### config.mk
export PLATFORM = sky130hd
export DESIGN_NAME = prog_loader
export DESIGN_NICKNAME = d
export VERILOG_FILES = /design/src/rtl/prog_loader_pkg.sv /design/src/rtl/prog_loader_uart_rx.sv /design/src/rtl/prog_loader.sv
export SDC_FILE = /design/constraint.sdc
export NUM_CORES = 1
export LEC_CHECK = 0
export BUFFER_PORTS_ARGS = -buffer_cell sky130_fd_sc_hd__buf_2
export CAP_MARGIN = 20
export CORE_AREA = 2 2 148 92
export CTS_CLUSTER_DIAMETER = 60
export DETAILED_ROUTE_END_ITERATION = 8
export DIE_AREA = 0 0 150 94
export GPL_ROUTABILITY_DRIVEN = 0
export PLACE_DENSITY_LB_ADDON = 0.2
export SYNTH_ARGS = -nofsm -noshare
export SYNTH_HDL_FRONTEND = slang
export SYNTH_SLANG_ARGS = --single-unit
### constraint.sdc
create_clock -name CLK -period 3.5 [get_ports CLK]
set_clock_uncertainty 0.05 [all_clocks]
set_input_delay 0.525 -clock CLK [delete_from_list [all_inputs] [get_ports CLK]]
set_output_delay 0.525 -clock CLK [all_outputs]
set_load 0.01 [all_outputs]
### src/rtl/prog_loader_pkg.sv
// Shared definitions for the serial program loader: frame header, state encodings
// and the modulo-256 checksum helper.
package prog_loader_pkg;

    localparam logic [7:0] HDR_BYTE = 8'hA5;

    typedef enum logic [2:0] {
        LD_IDLE,
        LD_COUNT,
        LD_ADDR,
        LD_DATA,
        LD_CSUM,
        LD_ERROR
    } ld_state_t;

    typedef enum logic [1:0] {
        RX_IDLE,
        RX_START,
        RX_BITS,
        RX_STOP
    } rx_state_t;

    function automatic logic [7:0] csum_add(input logic [7:0] a, input logic [7:0] b);
        return a + b;
    endfunction

endpackage

### src/rtl/prog_loader_uart_rx.sv
// 8N1 UART receiver: 2-flop synchronizer, mid-bit sampling, start-bit glitch
// rejection; rx_valid is high in the cycle of the mid-stop-bit sample.
module prog_loader_uart_rx
    import prog_loader_pkg::*;
#(
    parameter int CLKS_PER_BIT = 16
) (
    input  logic       CLK,
    input  logic       AR,
    input  logic       RXD,
    output logic       rx_valid,
    output logic [7:0] rx_data,
    output logic       rx_ferr
);

    localparam int CW = $clog2(CLKS_PER_BIT);
    localparam logic [CW-1:0] HALF_LAST = CW'(CLKS_PER_BIT / 2 - 1);
    localparam logic [CW-1:0] BIT_LAST  = CW'(CLKS_PER_BIT - 1);

    rx_state_t       r_state;
    rx_state_t       w_state_nxt;
    logic            r_sync1;
    logic            r_sync2;
    logic            r_prev;
    logic [CW-1:0]   r_cnt;
    logic [2:0]      r_bit;
    logic [7:0]      r_shift;
    logic            w_fall;
    logic            w_bit_end;

    assign w_fall    = r_prev & ~r_sync2;
    assign w_bit_end = (r_cnt == BIT_LAST);

    always_ff @(posedge CLK or negedge AR) begin
        if (!AR) begin
            r_state <= RX_IDLE;
        end else begin
            r_state <= w_state_nxt;
        end
    end

    always_comb begin
        w_state_nxt = r_state;
        case (r_state)
            RX_IDLE:  if (w_fall) w_state_nxt = RX_START;
            // A start bit that reads high at mid-bit was only a glitch.
            RX_START: if (r_cnt == HALF_LAST) w_state_nxt = r_sync2 ? RX_IDLE : RX_BITS;
            RX_BITS:  if (w_bit_end && r_bit == 3'd7) w_state_nxt = RX_STOP;
            RX_STOP:  if (w_bit_end) w_state_nxt = RX_IDLE;
            default:  w_state_nxt = RX_IDLE;
        endcase
    end

    always_ff @(posedge CLK or negedge AR) begin
        if (!AR) begin
            r_sync1 <= 1'b1;
            r_sync2 <= 1'b1;
            r_prev  <= 1'b1;
            r_cnt   <= '0;
            r_bit   <= '0;
            r_shift <= '0;
        end else begin
            r_sync1 <= RXD;
            r_sync2 <= r_sync1;
            r_prev  <= r_sync2;
            if (r_state == RX_IDLE || w_state_nxt != r_state || w_bit_end) begin
                r_cnt <= '0;
            end else begin
                r_cnt <= r_cnt + 1'b1;
            end
            if (r_state == RX_START) begin
                r_bit <= '0;
            end else if (r_state == RX_BITS && w_bit_end) begin
                r_shift <= {r_sync2, r_shift[7:1]};
                r_bit   <= r_bit + 3'd1;
            end
        end
    end

    assign rx_valid = (r_state == RX_STOP) && w_bit_end;
    assign rx_data  = r_shift;
    assign rx_ferr  = rx_valid & ~r_sync2;

endmodule

### src/rtl/prog_loader.sv
// Frame loader: parses A5/COUNT/ADDR/DATA.../CSUM from the UART, writes payload
// bytes to memory and holds the CPU in reset until a frame passes its checksum.
module prog_loader
    import prog_loader_pkg::*;
#(
    parameter int CLKS_PER_BIT = 16,
    parameter int TIMEOUT_CLKS = 65535
) (
    input  logic       CLK,
    input  logic       AR,
    input  logic       RXD,
    output logic [7:0] MEM_ADDR,
    output logic [7:0] MEM_DATA,
    output logic       MEM_EDIT,
    output logic       CPU_HOLD,
    output logic       BUSY,
    output logic       DONE,
    output logic       ERR
);

    localparam int TW = $clog2(TIMEOUT_CLKS + 1);
    localparam logic [TW-1:0] TMO_LAST = TW'(TIMEOUT_CLKS - 1);

    ld_state_t      r_state;
    ld_state_t      w_state_nxt;
    logic [8:0]     r_remain;
    logic [7:0]     r_sum;
    logic [7:0]     r_addr;
    logic [7:0]     r_mem_addr;
    logic [7:0]     r_mem_data;
    logic           r_mem_edit;
    logic           r_hold;
    logic           r_busy;
    logic           r_done;
    logic           r_err;
    logic [TW-1:0]  r_tmo;

    logic           w_rx_valid;
    logic [7:0]     w_rx_data;
    logic           w_rx_ferr;
    logic           w_byte_ok;
    logic           w_active;
    logic           w_hdr;
    logic           w_wr;
    logic           w_done;
    logic           w_fail;

    prog_loader_uart_rx #(
        .CLKS_PER_BIT(CLKS_PER_BIT)
    ) u_uart_rx (
        .CLK      (CLK),
        .AR       (AR),
        .RXD      (RXD),
        .rx_valid (w_rx_valid),
        .rx_data  (w_rx_data),
        .rx_ferr  (w_rx_ferr)
    );

    assign w_byte_ok = w_rx_valid & ~w_rx_ferr;
    assign w_active  = r_state inside {LD_COUNT, LD_ADDR, LD_DATA, LD_CSUM};

    always_ff @(posedge CLK or negedge AR) begin
        if (!AR) begin
            r_state <= LD_IDLE;
        end else begin
            r_state <= w_state_nxt;
        end
    end

    always_comb begin
        w_state_nxt = r_state;
        w_hdr       = 1'b0;
        w_wr        = 1'b0;
        w_done      = 1'b0;
        w_fail      = 1'b0;
        // r_tmo counts cycles elapsed since the last byte; hitting the limit aborts.
        if (w_active && ((w_rx_valid && w_rx_ferr) || (!w_rx_valid && r_tmo == TMO_LAST))) begin
            w_fail      = 1'b1;
            w_state_nxt = LD_ERROR;
        end else begin
            case (r_state)
                LD_IDLE: begin
                    if (w_byte_ok && w_rx_data == HDR_BYTE) begin
                        w_hdr       = 1'b1;
                        w_state_nxt = LD_COUNT;
                    end
                end
                LD_COUNT: if (w_byte_ok) w_state_nxt = LD_ADDR;
                LD_ADDR:  if (w_byte_ok) w_state_nxt = LD_DATA;
                LD_DATA: begin
                    if (w_byte_ok) begin
                        w_wr = 1'b1;
                        if (r_remain == 9'd1) w_state_nxt = LD_CSUM;
                    end
                end
                LD_CSUM: begin
                    if (w_byte_ok) begin
                        if (w_rx_data == r_sum) begin
                            w_done      = 1'b1;
                            w_state_nxt = LD_IDLE;
                        end else begin
                            w_fail      = 1'b1;
                            w_state_nxt = LD_ERROR;
                        end
                    end
                end
                LD_ERROR: w_state_nxt = LD_IDLE;
                default:  w_state_nxt = LD_IDLE;
            endcase
        end
    end

    always_ff @(posedge CLK or negedge AR) begin
        if (!AR) begin
            r_remain   <= '0;
            r_sum      <= '0;
            r_addr     <= '0;
            r_mem_addr <= '0;
            r_mem_data <= '0;
            r_mem_edit <= 1'b0;
            r_hold     <= 1'b0;
            r_busy     <= 1'b0;
            r_done     <= 1'b0;
            r_err      <= 1'b0;
            r_tmo      <= '0;
        end else begin
            r_mem_edit <= w_wr;
            r_done     <= w_done;
            if (w_rx_valid || !w_active) begin
                r_tmo <= TW'(1);
            end else begin
                r_tmo <= r_tmo + 1'b1;
            end
            if (r_state == LD_COUNT && w_byte_ok) begin
                r_remain <= {w_rx_data == 8'h00, w_rx_data};
                r_sum    <= w_rx_data;
            end
            if (r_state == LD_ADDR && w_byte_ok) begin
                r_addr <= w_rx_data;
                r_sum  <= csum_add(r_sum, w_rx_data);
            end
            if (w_wr) begin
                r_mem_addr <= r_addr;
                r_mem_data <= w_rx_data;
                r_addr     <= r_addr + 8'd1;
                r_sum      <= csum_add(r_sum, w_rx_data);
                r_remain   <= r_remain - 9'd1;
            end
            // Error leaves CPU_HOLD set: a half-written program must not run.
            if (w_hdr) begin
                r_hold <= 1'b1;
                r_busy <= 1'b1;
                r_err  <= 1'b0;
            end else if (w_done) begin
                r_hold <= 1'b0;
                r_busy <= 1'b0;
            end else if (w_fail) begin
                r_busy <= 1'b0;
                r_err  <= 1'b1;
            end
        end
    end

    assign MEM_ADDR = r_mem_addr;
    assign MEM_DATA = r_mem_data;
    assign MEM_EDIT = r_mem_edit;
    assign CPU_HOLD = r_hold;
    assign BUSY     = r_busy;
    assign DONE     = r_done;
    assign ERR      = r_err;

endmodule
; Yosys cells after proc, flatten, opt, wreduce, memory -nomap -nowiden
; Cells that the tools add are included.
; W data, S select, Z words.
[totals]
wordCells = 130
reg_bits = 85
[op_classes]
n_addsub = 6
bitwise_logic = 6
eq_ne = 22
n_reduce_logical = 29
n_mux = 48
[ops]
columns = cell, count
row1 = $mux W8, 5
row2 = $mux W3, 10
row3 = $mux W1, 22
row4 = $mux W9, 2
row5 = $add A16 B1 Y16 const B, 1
row6 = $eq A16 B16 Y1 const B, 1
row7 = $mux W16, 1
row8 = $pmux W3 S5, 1
row9 = $ne A3 B2 Y1 const B, 4
row10 = $mux W2, 5
row11 = $reduce_bool A2 Y1, 5
row12 = $eq A9 B1 Y1 const B, 1
row13 = $logic_and A1 B1 Y1, 9
row14 = $sub A9 B1 Y9 const B, 1
row15 = $add A8 B1 Y8 const B, 1
row16 = $add A8 B8 Y8, 1
row17 = $eq A8 B8 Y1, 1
row18 = $eq A8 B8 Y1 const B, 1
row19 = $logic_not A8 Y1, 1
row20 = $pmux W2 S4, 1
row21 = $eq A3 B2 Y1 const B, 2
row22 = $eq A3 B3 Y1 const B, 2
row23 = $reduce_and A6 Y1, 1
row24 = $reduce_bool A3 Y1, 2
row25 = other kinds (20), 30

; Logic depth before layout (Yosys ltp)
[logic_depth]
word_depth = 11
mapped_depth = 9
depth_no_buf = 9

; Cells and area by module
; A second synthesis with hierarchy kept.
[unflattened]
cells_unflattened = 430
hier_area_um2 = 4301.6
[by_module_without_submodules]
columns = mod, n_inst, cells_each, seq_area_each_um2, area_per_inst_um2
row1 = prog_loader, 1, 365, 1626.6, 3459.6
row2 = prog_loader_uart_rx, 1, 65, 504.2, 842.1

; Worst setup path before layout
; OpenSTA, ideal clock, no wires.
[synth_timing]
kind = register -> register
startpoint = register u_uart_rx.r_shift[1], in the netlist u_uart_rx.rx_data[1]
endpoint = register r_sum[7]
arrival_ps = 1729
n_path_buf = 0
required_ps = 3315
path_stages_with_launch = 8
slack_ps = 1586
setup_time_ps = 135
period_less_slack_ps = 1914
path_cell_list = dfrtp_1 ha_1 a211oi_1 o21ai_0 a31o_2 a21o_1 a32oi_1 o31ai_1
[synth_via]
elab_chain_len = 3
[synth_rtl]
columns = element, line_no
row1 = from (decl), prog_loader_uart_rx.sv:27  ; logic [7:0] r_shift;
row2 = from (signal assigned), prog_loader_uart_rx.sv:74  ; r_shift <= {r_sync2, r_shift[7:1]};
row3 = $add A8 B8 Y8 (*), prog_loader_pkg.sv:24  ; return a + b;
row4 = $mux W8, prog_loader.sv:138  ; if (r_state == LD_ADDR && w_byte_ok) begin
row5 = $mux W8 (*), prog_loader.sv:142  ; if (w_wr) begin
row6 = to (signal assigned), prog_loader.sv:136  ; r_sum <= w_rx_data;
row7 = to (signal assigned), prog_loader.sv:140  ; r_sum <= csum_add(r_sum, w_rx_data);
row8 = to (signal assigned), prog_loader.sv:146  ; r_sum <= csum_add(r_sum, w_rx_data);
row9 = to (decl), prog_loader.sv:27  ; logic [7:0] r_sum;
; Every way passes the cells marked *; elsewhere a longest branch is shown, timed or not.
; A chain may end at the register's enable or synchronous reset.

; Worst setup path in the final report
[layout_timing]
startpoint = register u_uart_rx.r_cnt[0]
endpoint = register r_addr[1]
[layout_via]
elab_chain_len = 9
elab_cells_between_ends = 16
[layout_rtl]
columns = element, line_no
row1 = from (decl), prog_loader_uart_rx.sv:25  ; logic [CW-1:0] r_cnt;
row2 = from (signal assigned), prog_loader_uart_rx.sv:69  ; r_cnt <= r_cnt + 1'b1;
row3 = $eq A4 B4 Y1 (*), prog_loader_uart_rx.sv:32  ; assign w_bit_end = (r_cnt == BIT_LAST);
row4 = $logic_and A1 B1 Y1 (*), prog_loader_uart_rx.sv:80  ; assign rx_valid = (r_state == RX_STOP) && w_bit_end;
row5 = $and A1 B1 Y1, prog_loader_uart_rx.sv:82  ; assign rx_ferr = rx_valid & ~r_sync2;
row6 = $not A1 Y1, prog_loader.sv:59  ; assign w_byte_ok = w_rx_valid & ~w_rx_ferr;
row7 = $and A1 B1 Y1, prog_loader.sv:59
row8 = $mux W1, prog_loader.sv:91  ; if (w_byte_ok) begin
row9 = $mux W1, prog_loader.sv:81  ; case (r_state)
row10 = $mux W1, prog_loader.sv:77  ; if (w_active && ((w_rx_valid && w_rx_ferr) || (!w_rx_valid && r_tmo == TMO_LAST))) begin
row11 = $mux W8 or $reduce_bool A2 Y1 (tied branches), n/a
row12 = to (signal assigned), prog_loader.sv:139  ; r_addr <= w_rx_data;
row13 = to (signal assigned), prog_loader.sv:145  ; r_addr <= r_addr + 8'd1;
row14 = to (decl), prog_loader.sv:28  ; logic [7:0] r_addr;
; Marked as above.

==> metrics <==
Main synth FF type dfrtp_1; post-route minimum period 2.44 ns; Logic pwr share 6.5%; switching part of the total 24.7%; placed insts 640; worst vdd ir 0.206 mV; initial antenna violation count 0; Finished Cell Area 0.00490 mm2; Worst-Margin Slew 0.735 ns; simple-gate share of the synthesized area 21.8%; first-pass GRT wire length 16,400 um; DRT iter0 DRCs 236; synthesized area 0.00440 mm2; CTS Hold Buffers Added 0; internal power 1570 uW; Max Slew Vio Count 0; Final Setup Violations 0; IO buf count 23; Mapped Nets 482; Syn Inst Count 463; Detailed Route WL 9550 um; Tot Pwr 2080 uW; sequential fraction of the synthesis area 48.5%; FP Rows 32; layout cells sized above 1 14.2%; Critical R2R Capture r_addr[1]$_DFFE_PN0P_; Post-DP HPWL 6610 um; Die Footprint 0.0141 mm2; dpl cell area 0.00463 mm2; Die Wd 150 um; CTS sink cnt 85; sequential share of power 51.2%; H-Tree Level Count 3; final worst slack 1.06 ns; post-CTS setup buffers 0; commonest non-fill, non-tap cell in the layout dfrtp_1; worst-path fanout max 13; GR Overflow Total 0; Synth Area in Compound Gates 13.7%; Post-synth EDFFs 0; status finished, final reports clean; drt pass-1 iters 4; Reg2Reg Setup Slack 1.06 ns; CP Class reg -> reg; Hold Vio Cnt, Final 0; Distinct cells, synth 61; Remaining DRCs 0; P_leak 0.00232 uW; Mean Syn Cell Area 9.49 um2; critical path launch point type flop; layout overhead on the synthesized area 11.5%; Post-Synth Adder-Cell Area 4.73%; Non-Filler Instances 655; clk_lat worst skew 0.33 ns; TritonCTS clock tree built; mux contribution to synthesized area 2.48%; chip height 94 um; Crit path arrival time 2.60 ns; main combinational cell family by area after synthesis simple AND/OR/NAND/NOR gates; clk root buf clkbuf_16; Setup TNS 0 ns; XOR/XNOR Fraction of Synth Area 4.58%; R2R depth 7; n_diodes 0; vias in the first global route 3,111; CTS resizes 0; pwr dens 425 mW/mm2; FMAX 0.409 GHz; Critical Path RT 3.66 ns; worst slack at placement 1.06 ns; All-Layer GR Usage 14.9%; Max Cap Violations 0; Nets 500; RSZ-0062 raised after global routing false; Ports 24; clock network power share 42.3%; #FFs+latches synth 85; number of synthesis warnings 0; Clock transition at path regs 0.07 ns; core footprint 0.0127 mm2; reg2reg start u_uart_rx.r_cnt[0]$_DFF_PN0_; vias post-DR 3,278; CTS buffer count 9; Via-to-Cell Ratio 5.00; normalized max-slew margin 51.0%; Clock Tree Buf Depth 2; Post-DRT Antenna Nets 0; Post-synth ARST share 100%; commonest non-fill, non-tap cells in the layout dfrtp_1 (82), nand2_1 (79), nor2_1 (41); HP Class in -> async; Initial Util 34.7%; CP Capture Type flop; Sw Pwr 514 uW; WL/cell 14.6 um; Tcrit/Tclk final 69.8%; pin count of the biggest net entering global routing 56
## power by group through the flow
stage	combinational (uW)	sequential, uW	clock [uW]
finish	136	1060	880
global route	159	1070	958
CTS	138	1060	906
detailed placement	137	1080	0
global placement	135	1080	0
floorplan	116	1060	0
## Yosys cell counts (2+ instances only)
library cell	number	area, um2
a211oi_1	4	30.0
a21o_1	4	30.0
a21oi_1	26	130
a22oi_1	5	37.5
and2_2	2	15.0
and3_1	7	43.8
and4_1	2	17.5
buf_2	7	35.0
buf_6	3	33.8
clkbuf_1	7	26.3
clkbuf_8	2	27.5
dfrtp_1	82	2050
dfstp_2	3	78.8
ha_1	15	188
inv_1	13	48.8
mux2_2	7	78.8
mux2i_1	3	30.0
nand2_1	79	297
nand2b_1	3	18.8
nand3_1	22	110
nand4_1	5	31.3
nor2_1	41	154
nor2b_1	2	12.5
nor3_1	12	60.1
nor3_4	2	32.5
nor4_1	3	18.8
o21ai_0	37	185
o21bai_1	2	15.0
o22ai_1	6	37.5
o31ai_1	2	15.0
or2_1	3	18.8
or2_2	2	12.5
xnor2_1	6	52.6
xor2_1	17	149
## worst max path at each step
stage / slack, ns / startpoint / cells past startpoint / end
finish: 1.06 / u_uart_rx.r_cnt[0]$_DFF_PN0_ / 7 / r_addr[1]$_DFFE_PN0P_
global route: 0.83 / u_uart_rx.r_cnt[0]$_DFF_PN0_ / 7 / r_addr[1]$_DFFE_PN0P_
CTS: 1.06 / u_uart_rx.r_cnt[0]$_DFF_PN0_ / 7 / r_addr[1]$_DFFE_PN0P_
detailed placement: 1.06 / u_uart_rx.r_cnt[0]$_DFF_PN0_ / 7 / r_addr[1]$_DFFE_PN0P_
global placement: 1.12 / u_uart_rx.r_cnt[0]$_DFF_PN0_ / 7 / r_addr[1]$_DFFE_PN0P_
floorplan: 1.59 / u_uart_rx.rx_data[1]$_DFFE_PN0P_ / 7 / r_sum[7]$_DFFE_PN0P_
## per-stage QoR
stage	hold slack, ns	util [%]
finish	0.200	38.7
global route	0.230	38.7
CTS	0.232	38.7
detailed placement	0.301	36.6
global placement	0.304	36.6
floorplan	0.179	-
## worst max-delay path: stages, from the launching register on
cell and delay, ns:
dfrtp_1 0.37, ha_1 0.25, nand3_4 0.15, or2_1 0.35
nor3_4 0.50, nand2b_1 0.35, mux2i_1 0.21, o21ai_0 0.09
## per-layer routing
layer	global-route usage, %	share of wire, %
met5	0	0
met4	3.77	0.46
met3	3.54	5.1
met2	20.5	40
met1	23.0	54
## flip-flops by register name (all words and copies together), names as in the netlist, 4 cells and up
name / flops
MEM_ADDR: 8
MEM_DATA: 8
r_addr: 8
r_remain: 9
r_sum: 8
r_tmo: 16
u_uart_rx.r_cnt: 4
u_uart_rx.rx_data: 8
## cell families (layout without fill, tap and decap cells)
| logic type | Yosys count | in the layout |
|---|---|---|
| AOI/OAI and AO/OA | 99 | 99 |
| xor gates and xnor gates | 23 | 23 |
| adders and majority gates | 16 | 16 |
| buffers and inverters | 34 | 56 |
| DFF | 85 | 85 |
| muxes | 10 | 10 |
| and+or+nand+nor | 196 | 196 |
## layout make-up
| cell class | count | area (um2) |
|---|---|---|
| clock buffers | 10 | 239 |
| clock inverters | 5 | 35.0 |
| fillers | 1302 | 7750 |
| inverters | 14 | 57.6 |
| multi-input cells | 344 | 2080 |
| flip-flops and latches | 85 | 2130 |
| well taps | 170 | 213 |
| repair buffers | 27 | 148 |
(Power assumes the default switching activity.)
